## config.mk

```make
export PLATFORM = sky130hd
export DESIGN_NAME = spram_arbiter_flat
export DESIGN_NICKNAME = d
export VERILOG_FILES = /design/src/rtl/spram_arbiter_pkg.sv /design/src/rtl/spram_arbiter_if.sv /design/src/rtl/spram_arbiter_fifo.sv /design/src/rtl/spram_arbiter.sv /design/src/flat_wrapper.sv
export SDC_FILE = /design/constraint.sdc
export NUM_CORES = 1
export LEC_CHECK = 0
export BUFFER_PORTS_ARGS = -buffer_cell sky130_fd_sc_hd__buf_2
export CAP_MARGIN = 5
export CORE_ASPECT_RATIO = 1.1
export CORE_MARGIN = 2
export CORE_UTILIZATION = 50
export CTS_BUF_LIST = sky130_fd_sc_hd__clkbuf_8 sky130_fd_sc_hd__clkbuf_16
export CTS_CLUSTER_DIAMETER = 40
export CTS_CLUSTER_SIZE = 10
export DETAILED_ROUTE_END_ITERATION = 8
export PLACE_DENSITY = 0.73
export SLEW_MARGIN = 40
export SYNTH_ARGS = -nofsm -noshare
export SYNTH_HDL_FRONTEND = slang
export SYNTH_SLANG_ARGS = --single-unit
```

## constraint.sdc

```tcl
create_clock -name i_clk_sys -period 7.3 [get_ports i_clk_sys]
set_input_delay 1.46 -clock i_clk_sys [delete_from_list [all_inputs] [get_ports i_clk_sys]]
set_output_delay 1.46 -clock i_clk_sys [all_outputs]
set_load 0.005 [all_outputs]
```

## src/rtl/spram_arbiter_pkg.sv

```systemverilog
// Shared types and constants for the pixel SPRAM arbiter.
package spram_pkg;
  localparam int PIX_W       = 12;
  localparam int ADDR_W      = 15;
  localparam int IMG_PIX_DEF = 19200;  // 160x120

  typedef enum logic [1:0] {
    ST_IDLE = 2'd0,
    ST_LOAD = 2'd1,
    ST_DONE = 2'd2
  } state_e;
endpackage

```

## src/rtl/spram_arbiter_if.sv

```systemverilog
// Bus bundle between the pixel/display paths, the arbiter and the SPRAM macro.
interface spram_arbiter_if;
  import spram_pkg::*;

  logic              i_start;
  logic              i_pix_valid;
  logic [PIX_W-1:0]  i_pix_data;
  logic              i_rd_req;
  logic [ADDR_W-1:0] i_rd_addr;
  logic [PIX_W-1:0]  o_rd_data;
  logic              o_rd_valid;
  logic [ADDR_W-1:0] o_pix_cnt;
  logic              o_image_complete;
  logic              o_loading;
  logic              o_overflow;
  logic              o_spram_ce;
  logic              o_spram_oce;
  logic              o_spram_rst;
  logic              o_spram_wre;
  logic [ADDR_W-1:0] o_spram_ad;
  logic [PIX_W-1:0]  o_spram_din;
  logic [PIX_W-1:0]  i_spram_dout;

  modport slave (
    input  i_start, i_pix_valid, i_pix_data, i_rd_req, i_rd_addr, i_spram_dout,
    output o_rd_data, o_rd_valid, o_pix_cnt, o_image_complete, o_loading, o_overflow,
           o_spram_ce, o_spram_oce, o_spram_rst, o_spram_wre, o_spram_ad, o_spram_din
  );

  modport master (
    output i_start, i_pix_valid, i_pix_data, i_rd_req, i_rd_addr, i_spram_dout,
    input  o_rd_data, o_rd_valid, o_pix_cnt, o_image_complete, o_loading, o_overflow,
           o_spram_ce, o_spram_oce, o_spram_rst, o_spram_wre, o_spram_ad, o_spram_din
  );
endinterface

```

## src/rtl/spram_arbiter_fifo.sv

```systemverilog
// Small pixel write buffer: DEPTH x PIX_W, show-ahead read, synchronous flush.
module pix_fifo
  import spram_pkg::*;
#(
  parameter int DEPTH = 4
) (
  input  logic             clk,
  input  logic             rst_n,
  input  logic             flush,
  input  logic             push,
  input  logic             pop,
  input  logic [PIX_W-1:0] din,
  output logic [PIX_W-1:0] dout,
  output logic             full,
  output logic             empty
);
  localparam int AW = $clog2(DEPTH);
  localparam int CW = AW + 1;

  logic [PIX_W-1:0] mem_q [DEPTH];
  logic [PIX_W-1:0] mem_d [DEPTH];
  logic [AW-1:0]    wp_q, wp_d, rp_q, rp_d;
  logic [CW-1:0]    cnt_q, cnt_d;
  logic             do_push, do_pop;

  assign full    = (cnt_q == CW'(DEPTH));
  assign empty   = (cnt_q == '0);
  assign dout    = mem_q[rp_q];
  assign do_push = push && !full;
  assign do_pop  = pop && !empty;

  // Pointer/count update; flush drops everything buffered.
  always_comb begin
    mem_d = mem_q;
    wp_d  = wp_q;
    rp_d  = rp_q;
    cnt_d = cnt_q;
    if (flush) begin
      wp_d  = '0;
      rp_d  = '0;
      cnt_d = '0;
    end else begin
      if (do_push) begin
        mem_d[wp_q] = din;
        wp_d        = wp_q + AW'(1);
      end
      if (do_pop) rp_d = rp_q + AW'(1);
      cnt_d = cnt_q + CW'(do_push) - CW'(do_pop);
    end
  end

  // Control state under reset.
  always_ff @(posedge clk) begin
    if (!rst_n) begin
      wp_q  <= '0;
      rp_q  <= '0;
      cnt_q <= '0;
    end else begin
      wp_q  <= wp_d;
      rp_q  <= rp_d;
      cnt_q <= cnt_d;
    end
  end

  // Storage needs no reset; stale entries are never read while empty.
  always_ff @(posedge clk) begin
    mem_q <= mem_d;
  end
endmodule

```

## src/rtl/spram_arbiter.sv

```systemverilog
// Shares the single-port pixel SPRAM: display reads win, buffered pixel writes
// drain into sequential addresses on idle cycles.
module spram_arbiter
  import spram_pkg::*;
#(
  parameter int IMG_PIX    = IMG_PIX_DEF,
  parameter int FIFO_DEPTH = 4
) (
  input logic            i_clk_sys,
  input logic            i_rst_n,
  spram_arbiter_if.slave bus
);
  localparam int                STAGES  = 1;
  localparam logic [ADDR_W-1:0] LAST_AD = ADDR_W'(IMG_PIX - 1);
  localparam logic [ADDR_W-1:0] IMG_CNT = ADDR_W'(IMG_PIX);

  state_e            state_q, state_d;
  logic [ADDR_W-1:0] wr_ptr_q, wr_ptr_d, acc_cnt_q, acc_cnt_d, pix_cnt_q, pix_cnt_d;
  logic [ADDR_W-1:0] ad_q, ad_d;
  logic [PIX_W-1:0]  din_q, din_d;
  logic              ovf_q, ovf_d, cmp_q, cmp_d, loading_q, loading_d;
  logic              ce_q, ce_d, wre_q, wre_d, srst_q, srst_d;
  logic [STAGES:0]   vld_pipe_q, vld_pipe_d;

  logic             fifo_full, fifo_empty;
  logic [PIX_W-1:0] fifo_dout;
  logic             push_try, push_ok, pop, last_wr;

  // Pixels only enter in LOAD; start steals the cycle so its pixel is lost quietly.
  assign push_try = (state_q == ST_LOAD) && bus.i_pix_valid && !bus.i_start;
  assign push_ok  = push_try && !fifo_full && (acc_cnt_q < IMG_CNT);
  assign pop      = !bus.i_rd_req && !fifo_empty && !bus.i_start;
  assign last_wr  = pop && (wr_ptr_q == LAST_AD);

  pix_fifo #(.DEPTH(FIFO_DEPTH)) u_fifo (
    .clk   (i_clk_sys),
    .rst_n (i_rst_n),
    .flush (bus.i_start),
    .push  (push_ok),
    .pop   (pop),
    .din   (bus.i_pix_data),
    .dout  (fifo_dout),
    .full  (fifo_full),
    .empty (fifo_empty)
  );

  // Next-state: FSM, counters, and the SPRAM command chosen this cycle.
  always_comb begin
    state_d   = state_q;
    wr_ptr_d  = wr_ptr_q;
    acc_cnt_d = acc_cnt_q;
    pix_cnt_d = pix_cnt_q;
    ovf_d     = ovf_q;
    if (bus.i_start) begin
      state_d   = ST_LOAD;
      wr_ptr_d  = '0;
      acc_cnt_d = '0;
      pix_cnt_d = '0;
      ovf_d     = 1'b0;
    end else begin
      if (state_q == ST_LOAD && last_wr) state_d = ST_DONE;
      if (pop && wr_ptr_q != LAST_AD) wr_ptr_d = wr_ptr_q + ADDR_W'(1);
      if (push_ok) acc_cnt_d = acc_cnt_q + ADDR_W'(1);
      if (push_try && !push_ok) ovf_d = 1'b1;
      // Counts commits, i.e. the write that is on the pins right now.
      if (wre_q) pix_cnt_d = pix_cnt_q + ADDR_W'(1);
    end
    cmp_d      = last_wr && (state_q == ST_LOAD);
    loading_d  = (state_d == ST_LOAD);
    ce_d       = bus.i_rd_req || pop;
    wre_d      = pop;
    ad_d       = bus.i_rd_req ? bus.i_rd_addr : (pop ? wr_ptr_q : ad_q);
    din_d      = pop ? fifo_dout : din_q;
    srst_d     = 1'b0;
    vld_pipe_d = {vld_pipe_q[STAGES-1:0], bus.i_rd_req};
  end

  // Single state register for FSM, counters and registered SPRAM pins.
  always_ff @(posedge i_clk_sys) begin
    if (!i_rst_n) begin
      state_q    <= ST_IDLE;
      wr_ptr_q   <= '0;
      acc_cnt_q  <= '0;
      pix_cnt_q  <= '0;
      ovf_q      <= 1'b0;
      cmp_q      <= 1'b0;
      loading_q  <= 1'b0;
      ce_q       <= 1'b0;
      wre_q      <= 1'b0;
      ad_q       <= '0;
      din_q      <= '0;
      srst_q     <= 1'b1;
      vld_pipe_q <= '0;
    end else begin
      state_q    <= state_d;
      wr_ptr_q   <= wr_ptr_d;
      acc_cnt_q  <= acc_cnt_d;
      pix_cnt_q  <= pix_cnt_d;
      ovf_q      <= ovf_d;
      cmp_q      <= cmp_d;
      loading_q  <= loading_d;
      ce_q       <= ce_d;
      wre_q      <= wre_d;
      ad_q       <= ad_d;
      din_q      <= din_d;
      srst_q     <= srst_d;
      vld_pipe_q <= vld_pipe_d;
    end
  end

  assign bus.o_rd_data        = bus.i_spram_dout;
  assign bus.o_rd_valid       = vld_pipe_q[STAGES];
  assign bus.o_pix_cnt        = pix_cnt_q;
  assign bus.o_image_complete = cmp_q;
  assign bus.o_loading        = loading_q;
  assign bus.o_overflow       = ovf_q;
  assign bus.o_spram_ce       = ce_q;
  assign bus.o_spram_oce      = 1'b1;
  assign bus.o_spram_rst      = srst_q;
  assign bus.o_spram_wre      = wre_q;
  assign bus.o_spram_ad       = ad_q;
  assign bus.o_spram_din      = din_q;
endmodule

```

## src/flat_wrapper.sv

```systemverilog
// flat-port wrapper written by rule: the top's interface ports become plain ports
module spram_arbiter_flat import spram_pkg::*;
#(
  parameter int IMG_PIX    = IMG_PIX_DEF,
  parameter int FIFO_DEPTH = 4
)
  (i_clk_sys, i_rst_n, bus_i_start, bus_i_pix_valid, bus_i_pix_data, bus_i_rd_req, bus_i_rd_addr, bus_i_spram_dout, bus_o_rd_data, bus_o_rd_valid, bus_o_pix_cnt, bus_o_image_complete, bus_o_loading, bus_o_overflow, bus_o_spram_ce, bus_o_spram_oce, bus_o_spram_rst, bus_o_spram_wre, bus_o_spram_ad, bus_o_spram_din);
  spram_arbiter_if bus_i ();
  input logic i_clk_sys;
  input logic i_rst_n;
  input wire logic [$bits(bus_i.i_start)-1:0] bus_i_start;
  input wire logic [$bits(bus_i.i_pix_valid)-1:0] bus_i_pix_valid;
  input wire logic [$bits(bus_i.i_pix_data)-1:0] bus_i_pix_data;
  input wire logic [$bits(bus_i.i_rd_req)-1:0] bus_i_rd_req;
  input wire logic [$bits(bus_i.i_rd_addr)-1:0] bus_i_rd_addr;
  input wire logic [$bits(bus_i.i_spram_dout)-1:0] bus_i_spram_dout;
  output wire logic [$bits(bus_i.o_rd_data)-1:0] bus_o_rd_data;
  output wire logic [$bits(bus_i.o_rd_valid)-1:0] bus_o_rd_valid;
  output wire logic [$bits(bus_i.o_pix_cnt)-1:0] bus_o_pix_cnt;
  output wire logic [$bits(bus_i.o_image_complete)-1:0] bus_o_image_complete;
  output wire logic [$bits(bus_i.o_loading)-1:0] bus_o_loading;
  output wire logic [$bits(bus_i.o_overflow)-1:0] bus_o_overflow;
  output wire logic [$bits(bus_i.o_spram_ce)-1:0] bus_o_spram_ce;
  output wire logic [$bits(bus_i.o_spram_oce)-1:0] bus_o_spram_oce;
  output wire logic [$bits(bus_i.o_spram_rst)-1:0] bus_o_spram_rst;
  output wire logic [$bits(bus_i.o_spram_wre)-1:0] bus_o_spram_wre;
  output wire logic [$bits(bus_i.o_spram_ad)-1:0] bus_o_spram_ad;
  output wire logic [$bits(bus_i.o_spram_din)-1:0] bus_o_spram_din;
  assign bus_i.i_start = bus_i_start;
  assign bus_i.i_pix_valid = bus_i_pix_valid;
  assign bus_i.i_pix_data = bus_i_pix_data;
  assign bus_i.i_rd_req = bus_i_rd_req;
  assign bus_i.i_rd_addr = bus_i_rd_addr;
  assign bus_i.i_spram_dout = bus_i_spram_dout;
  assign bus_o_rd_data = bus_i.o_rd_data;
  assign bus_o_rd_valid = bus_i.o_rd_valid;
  assign bus_o_pix_cnt = bus_i.o_pix_cnt;
  assign bus_o_image_complete = bus_i.o_image_complete;
  assign bus_o_loading = bus_i.o_loading;
  assign bus_o_overflow = bus_i.o_overflow;
  assign bus_o_spram_ce = bus_i.o_spram_ce;
  assign bus_o_spram_oce = bus_i.o_spram_oce;
  assign bus_o_spram_rst = bus_i.o_spram_rst;
  assign bus_o_spram_wre = bus_i.o_spram_wre;
  assign bus_o_spram_ad = bus_i.o_spram_ad;
  assign bus_o_spram_din = bus_i.o_spram_din;
  spram_arbiter #(.IMG_PIX(IMG_PIX), .FIFO_DEPTH(FIFO_DEPTH)) u_core (.i_clk_sys(i_clk_sys), .i_rst_n(i_rst_n), .bus(bus_i));
endmodule
```

# Word level (Yosys, flattened, before mapping)
# Cells that the tools add are included.
classes:
  eq_ne: 5
  bitwise: 4
  mux: 11
  n_reduce_logical: 23
  n_addsub: 7
  order_cmp: 4
ops:
  columns: ["op", "count"]
  rows:
  - ["$bwmux W48", 1]
  - ["$add A15 B1 Y15 const B", 3]
  - ["$mux W12", 3]
  - ["$mux W15", 2]
  - ["$bmux W12 S2", 1]
  - ["$demux W12 S2", 1]
  - ["$eq A15 B15 Y1 const B", 1]
  - ["$lt A15 B15 Y1 const B", 1]
  - ["$ne A15 B15 Y1 const B", 1]
  - ["$logic_and A1 B1 Y1", 13]
  - ["$ge A3 B3 Y1 const B", 2]
  - ["$not A2 Y3", 2]
  - ["$logic_not A1 Y1", 5]
  - ["$add A2 B1 Y2 const B", 2]
  - ["$eq A2 B1 Y1 const B", 2]
  - ["$mux W2", 2]
  - ["$add A3 B1 Y3", 1]
  - ["$eq A3 B3 Y1 const B", 1]
  - ["$logic_not A3 Y1", 1]
  - ["$lt A3 B1 Y1 const B", 1]
  - ["$sub A3 B1 Y3", 1]
  - ["$not A1 Y1", 2]
  - ["$reduce_and A2 Y1", 1]
  - ["$reduce_bool A2 Y1", 1]
  - ["3 further kinds", 3]
totals:
  reg_bits: 137
  word_cells: 74
  in_bits: 44

# Longest topological paths before layout
logic_depth:
  ltp_word: 9
  mapped_depth: 11
  ltp_nobuf: 10

# Hierarchy
# Synthesis repeated with hierarchy kept, for this count alone.
unflattened:
  hier_cells: 537
  hier_area_um2: 5730.5
modules_own_cells:
  columns: ["module", "cells_each", "n_inst", "area_per_inst_um2"]
  rows:
  - ["spram_arbiter", 425, 1, 3535.9]
  - ["pix_fifo", 112, 1, 2194.6]

# Worst setup path before layout
# Ideal clock, no wire load.
synth_timing:
  kind: "input-to-reg"
  startpoint: "input bus_i_start"
  endpoint: "register u_core.u_fifo.cnt_q[2]"
  required_time_ns: 7.172
  setup_time_ns: 0.128
  path_buffers: 2
  path_slack_ns: 3.766
  stages: 11
  arrival_time_ns: 3.406
  cell_sequence: "and4bb_2 o211ai_2 buf_2 buf_4 ha_1 inv_1 ha_1 fa_1 xnor2_1 xnor2_1 nor2_1"
synth_between:
  elab_chain_cells: 7
  elab_cells_between_ends: 10
  classes_between: "2 x add/sub; 8 x reduce/logical"
synth_lines:
  columns: ["item", "line_no", "text"]
  rows:
  - ["from (decl)", "flat_wrapper.sv:11", "input wire logic [$bits(bus_i.i_start)-1:0] bus_i_start;"]
  - ["$logic_not A1 Y1", "spram_arbiter.sv:30, spram_arbiter.sv:32", null]
  - ["$logic_and A1 B1 Y1", "spram_arbiter.sv:30", "assign push_try = (state_q == ST_LOAD) && bus.i_pix_valid && !bus.i_start;"]
  - ["$logic_and A1 B1 Y1 (2 in a row)", "spram_arbiter.sv:31", "assign push_ok = push_try && !fifo_full && (acc_cnt_q < IMG_CNT);"]
  - ["$logic_and A1 B1 Y1", "spram_arbiter_fifo.sv:29", "assign do_push = push && !full;"]
  - ["$add A3 B1 Y3", "spram_arbiter_fifo.sv:48", "cnt_d = cnt_q + CW'(do_push) - CW'(do_pop);"]
  - ["$sub A3 B1 Y3", "spram_arbiter_fifo.sv:48", null]
  - ["to (signal assigned)", "spram_arbiter_fifo.sv:61", "cnt_q <= cnt_d;"]
  - ["to (decl)", "spram_arbiter_fifo.sv:23", "logic [CW-1:0] cnt_q, cnt_d;"]
# Parallel ways exist; a longest one is shown, timed or not.
# A chain may end at the register's enable or synchronous reset.

# Final worst setup path
# Same ends and word-level chain as after synthesis.

==> flow_results.xml <==
<?xml version="1.0" encoding="UTF-8"?>
<metrics>
  <group name="status">
    <metric name="status" unit="">finished, final reports clean</metric>
  </group>
  <group name="die">
    <metric name="io_pins" unit="">106</metric>
    <metric name="initial_utilization" unit="%">51.8</metric>
    <metric name="fp.coreArea" unit="µm²">11000</metric>
    <metric name="dieWidth" unit="µm">106</metric>
    <metric name="placementRows" unit="">40</metric>
    <metric name="die_height" unit="µm">116</metric>
    <metric name="floorplan.die_area" unit="µm²">12300</metric>
  </group>
  <group name="layout">
    <metric name="layout-drive-gt1-share" unit="%">24.6</metric>
    <metric name="post-route-util" unit="%">60.6</metric>
    <metric name="num_antenna_cells" unit="">0</metric>
    <metric name="num-nets-final" unit="">646</metric>
    <metric name="area.growth.synth_to_final" unit="%">16.9</metric>
  </group>
  <group name="setup_path">
    <metric name="critical_path.endpoint_type" unit="">flip-flop</metric>
    <metric name="worst-path-max-fanout" unit="">31</metric>
    <metric name="timing.critical_path.slowest_cell_delay" unit="ns">0.43</metric>
    <metric name="timing_worst_setup_path_type" unit="">input pin to flip-flop</metric>
    <metric name="critical_path_required" unit="ns">7.58</metric>
    <metric name="crit_arrival" unit="ns">3.64</metric>
    <metric name="cp-start-kind" unit="">input pin</metric>
    <metric name="critPathBufInv" unit="">3</metric>
    <metric name="critical-path-slowest-cell" unit="">sky130_fd_sc_hd__inv_2</metric>
    <metric name="critical-path-top-delay-family" unit="">adder cells</metric>
    <metric name="timing.critical_path.cells" unit="">buf_2 -&gt; nor2_1 -&gt; nand2_1 -&gt; inv_2 -&gt; ha_1 -&gt; inv_1 -&gt; ha_1 -&gt; fa_1 -&gt; xnor2_1 -&gt; xnor2_1 -&gt; nor2_1</metric>
  </group>
  <group name="timing">
    <metric name="slew_violations" unit="">0</metric>
    <metric name="hold_viol" unit="">0</metric>
    <metric name="rsz_0062_raised_after_global_routing" unit="">no</metric>
    <metric name="timing_worst_slew_pin_value" unit="ns">0.703</metric>
    <metric name="max_slew_margin" unit="%">53.1</metric>
    <metric name="finalCriticalPeriod" unit="ns">3.36</metric>
    <metric name="fin_crit_sh" unit="%">46.0</metric>
    <metric name="final.setup_skew" unit="ns">0.00777</metric>
    <metric name="achievable-frequency" unit="MHz">298</metric>
    <metric name="timing.final.setup_violations" unit="">0</metric>
    <metric name="setup-tns-final" unit="ns">0</metric>
  </group>
  <group name="drt">
    <metric name="overall_routed_net_length" unit="µm">11800</metric>
    <metric name="firstDrtPassIters" unit="">5</metric>
    <metric name="antenna_left" unit="">0</metric>
    <metric name="routed-via-count" unit="">4144</metric>
    <metric name="average_wire_per_cell_in_the_routed_design" unit="µm">15.7</metric>
    <metric name="dr.first_iter.drc_count" unit="">237</metric>
    <metric name="via_per_inst" unit="">5.51</metric>
    <metric name="drcViolationCount" unit="">0</metric>
  </group>
  <group name="clock_network">
    <metric name="post_cts_resize_count" unit="">0</metric>
    <metric name="post_cts_buffers" unit="">0</metric>
    <metric name="path_clk_slew" unit="ns">0.06</metric>
    <metric name="cts_buffers" unit="">17</metric>
    <metric name="htree_levels" unit="">4</metric>
    <metric name="clockBufferDepth" unit="">2</metric>
    <metric name="clock_latency_on_the_worst_skew_pair" unit="ns">0.42</metric>
    <metric name="postCtsHoldBufs" unit="">0</metric>
    <metric name="numClockSinks" unit="">137</metric>
    <metric name="clock-root-buffer" unit="">sky130_fd_sc_hd__clkbuf_16</metric>
    <metric name="tritoncts_clock_tree" unit="">built</metric>
  </group>
  <group name="logic_synthesis">
    <metric name="synth_async_sr_flop_share" unit="%">0</metric>
    <metric name="synth_edf_count" unit="">48</metric>
    <metric name="syn-num-nets" unit="">585</metric>
    <metric name="postSynthAreaPerCell" unit="µm²">10.7</metric>
    <metric name="yosys_warnings" unit="">0</metric>
    <metric name="share_of_the_yosys_chip_area_belonging_to_registers" unit="%">56.5</metric>
    <metric name="synth_seq_cells" unit="">137</metric>
    <metric name="synth_area" unit="µm²">5710</metric>
    <metric name="synth_cells" unit="">531</metric>
    <metric name="synth.distinct_cells" unit="">51</metric>
    <metric name="synth_top_flop_cell" unit="">sky130_fd_sc_hd__dfxtp_1</metric>
  </group>
  <group name="power">
    <metric name="leakage" unit="nW">2.43</metric>
    <metric name="report.power.total" unit="mW">1.68</metric>
    <metric name="vdd.ir_drop.worst" unit="V">0.000156</metric>
    <metric name="power_per_unit_of_standard_cell_area" unit="nW/µm²">252</metric>
  </group>
  <group name="min_path">
    <metric name="holdCritPathClass" unit="">flip-flop to flip-flop</metric>
  </group>
  <group name="global_routing">
    <metric name="number_of_global_route_vias_before_repair" unit="">4079</metric>
    <metric name="globalRoute.totalOverflow" unit="">0</metric>
    <metric name="initial_antenna_violation_count" unit="">0</metric>
    <metric name="global_route.usage.total" unit="%">20.0</metric>
    <metric name="maximum_number_of_pins_on_one_net_before_global_route_repair" unit="">49</metric>
    <metric name="grt_pass1_wl" unit="µm">19200</metric>
  </group>
  <group name="placed_design">
    <metric name="place.gp.congestion" unit="">0.765</metric>
    <metric name="numPortBuffers" unit="">80</metric>
    <metric name="hpwlAfterDp" unit="µm">7650</metric>
  </group>
  <group name="run">
    <metric name="max-cap-violations" unit="">0</metric>
  </group>
</metrics>
==> sequential cells by signal (all words and copies together), names as in the netlist, 2 cells and up <==
register                cells
u_core.acc_cnt_q           15
u_core.bus.o_pix_cnt       15
u_core.bus.o_spram_ad      15
u_core.bus.o_spram_din     12
u_core.state_q              2
u_core.u_fifo.cnt_q         3
u_core.u_fifo.mem_q        48
u_core.u_fifo.rp_q          2
u_core.u_fifo.wp_q          2
u_core.vld_pipe_q           2
u_core.wr_ptr_q            15
==> path summary, 6_finish.rpt <==
kind	startpoint	end	slack, ns	cells after the start
max reg2reg	u_core.u_fifo.cnt_q[1]	u_core.u_fifo.cnt_q[2]	4.67	10
max	bus_i_start	u_core.u_fifo.cnt_q[2]	3.94	11
min reg2reg	u_core.acc_cnt_q[14]	u_core.acc_cnt_q[14]	0.46	1
min	u_core.acc_cnt_q[14]	u_core.acc_cnt_q[14]	0.46	1
==> where the power goes <==
group          switching [mW]  total (mW)  internal (mW)
registers             0.00557       0.807          0.801
logic                  0.0344      0.0570         0.0226
clock network           0.341       0.816          0.475
total                   0.381        1.68           1.30
==> synthesized netlist by cell type, types with 6 or more instances <==
cell type                   n  area [µm²]
sky130_fd_sc_hd__dfxtp_1   89        1780
sky130_fd_sc_hd__nand2_1   78         293
sky130_fd_sc_hd__edfxtp_1  48        1440
sky130_fd_sc_hd__nor2_1    42         158
sky130_fd_sc_hd__a21oi_1   39         195
sky130_fd_sc_hd__clkbuf_1  18        67.6
sky130_fd_sc_hd__nand3_1   18        90.1
sky130_fd_sc_hd__a311oi_1  16         140
sky130_fd_sc_hd__buf_4     15         113
sky130_fd_sc_hd__inv_1     15        56.3
sky130_fd_sc_hd__o21ai_0   14        70.1
sky130_fd_sc_hd__o31ai_1   13        97.6
sky130_fd_sc_hd__mux4_2    12         270
sky130_fd_sc_hd__or3_1     12        75.1
sky130_fd_sc_hd__or4_1     10        75.1
sky130_fd_sc_hd__xor2_1    10        87.6
sky130_fd_sc_hd__ha_1       9         113
sky130_fd_sc_hd__nand4_1    9        56.3
sky130_fd_sc_hd__xnor2_1    6        52.6
==> layout by cell type, fill, tap and decap left out, types with 4 or more instances in the layout <==
cell | synthesis | layout
sky130_fd_sc_hd__nand3_1 | 18 | 18
sky130_fd_sc_hd__xor2_1 | 10 | 10
sky130_fd_sc_hd__clkinv_4 | 0 | 4
sky130_fd_sc_hd__a21oi_1 | 39 | 39
sky130_fd_sc_hd__inv_1 | 15 | 12
sky130_fd_sc_hd__dfxtp_1 | 89 | 88
sky130_fd_sc_hd__nor2_1 | 42 | 38
sky130_fd_sc_hd__nor2_2 | 1 | 5
sky130_fd_sc_hd__and4_1 | 5 | 5
sky130_fd_sc_hd__or4_1 | 10 | 10
sky130_fd_sc_hd__buf_2 | 4 | 80
sky130_fd_sc_hd__o21ai_0 | 14 | 14
sky130_fd_sc_hd__edfxtp_1 | 48 | 48
sky130_fd_sc_hd__a311oi_1 | 16 | 16
sky130_fd_sc_hd__xnor2_1 | 6 | 6
sky130_fd_sc_hd__nand4_1 | 9 | 9
sky130_fd_sc_hd__or4_2 | 4 | 4
sky130_fd_sc_hd__nand2_1 | 78 | 78
sky130_fd_sc_hd__mux4_2 | 12 | 12
sky130_fd_sc_hd__clkbuf_16 | 0 | 17
sky130_fd_sc_hd__o31ai_1 | 13 | 13
sky130_fd_sc_hd__and3_1 | 5 | 5
sky130_fd_sc_hd__ha_1 | 9 | 9
sky130_fd_sc_hd__or3_1 | 12 | 12
sky130_fd_sc_hd__mux2i_1 | 4 | 4
==> routing by layer <==
layer | track usage [%] | wire [µm]
met5 | 0 | 0
met4 | 9.04 | 208
met3 | 4.39 | 401
met2 | 35.1 | 6210
met1 | 23.6 | 4990
==> logic make-up (layout without fill, tap and decap cells) <==
family	Yosys count	in the layout	share of synthesized area, %
and+or+nand+nor	204	204	18.0
adders and majority gates	10	10	2.32
DFF	137	137	56.5
muxes	16	16	5.44
xor gates and xnor gates	16	16	2.46
buffers and inverters	55	129	4.87
AOI/OAI and AO/OA	92	92	10.4
other	1	1	0.0657
==> area by class of cell <==
type                    count  area (µm²)
well taps                 147         184
clock buffers              17         425
flip-flops and latches    137        3220
inverters                  15        56.3
fillers                   914        4340
clock inverters            15         145
repair buffers             82         415
multi-input cells         339        2220
==> through the flow <==
stage / std cells / worst slack, ns / area [µm²] / hold slack, ns
after floorplan: 531 / 3.77 / 5710 / 0.412
after global placement: 720 / 3.36 / 6080 / 0.436
after detailed placement: 720 / 3.52 / 6100 / 0.439
after CTS: 752 / 3.96 / 6670 / 0.462
after global routing: 752 / 3.79 / 6670 / 0.475
final: 752 / 3.94 / 6670 / 0.463
Note: power is estimated with default switching activity, not from simulation.
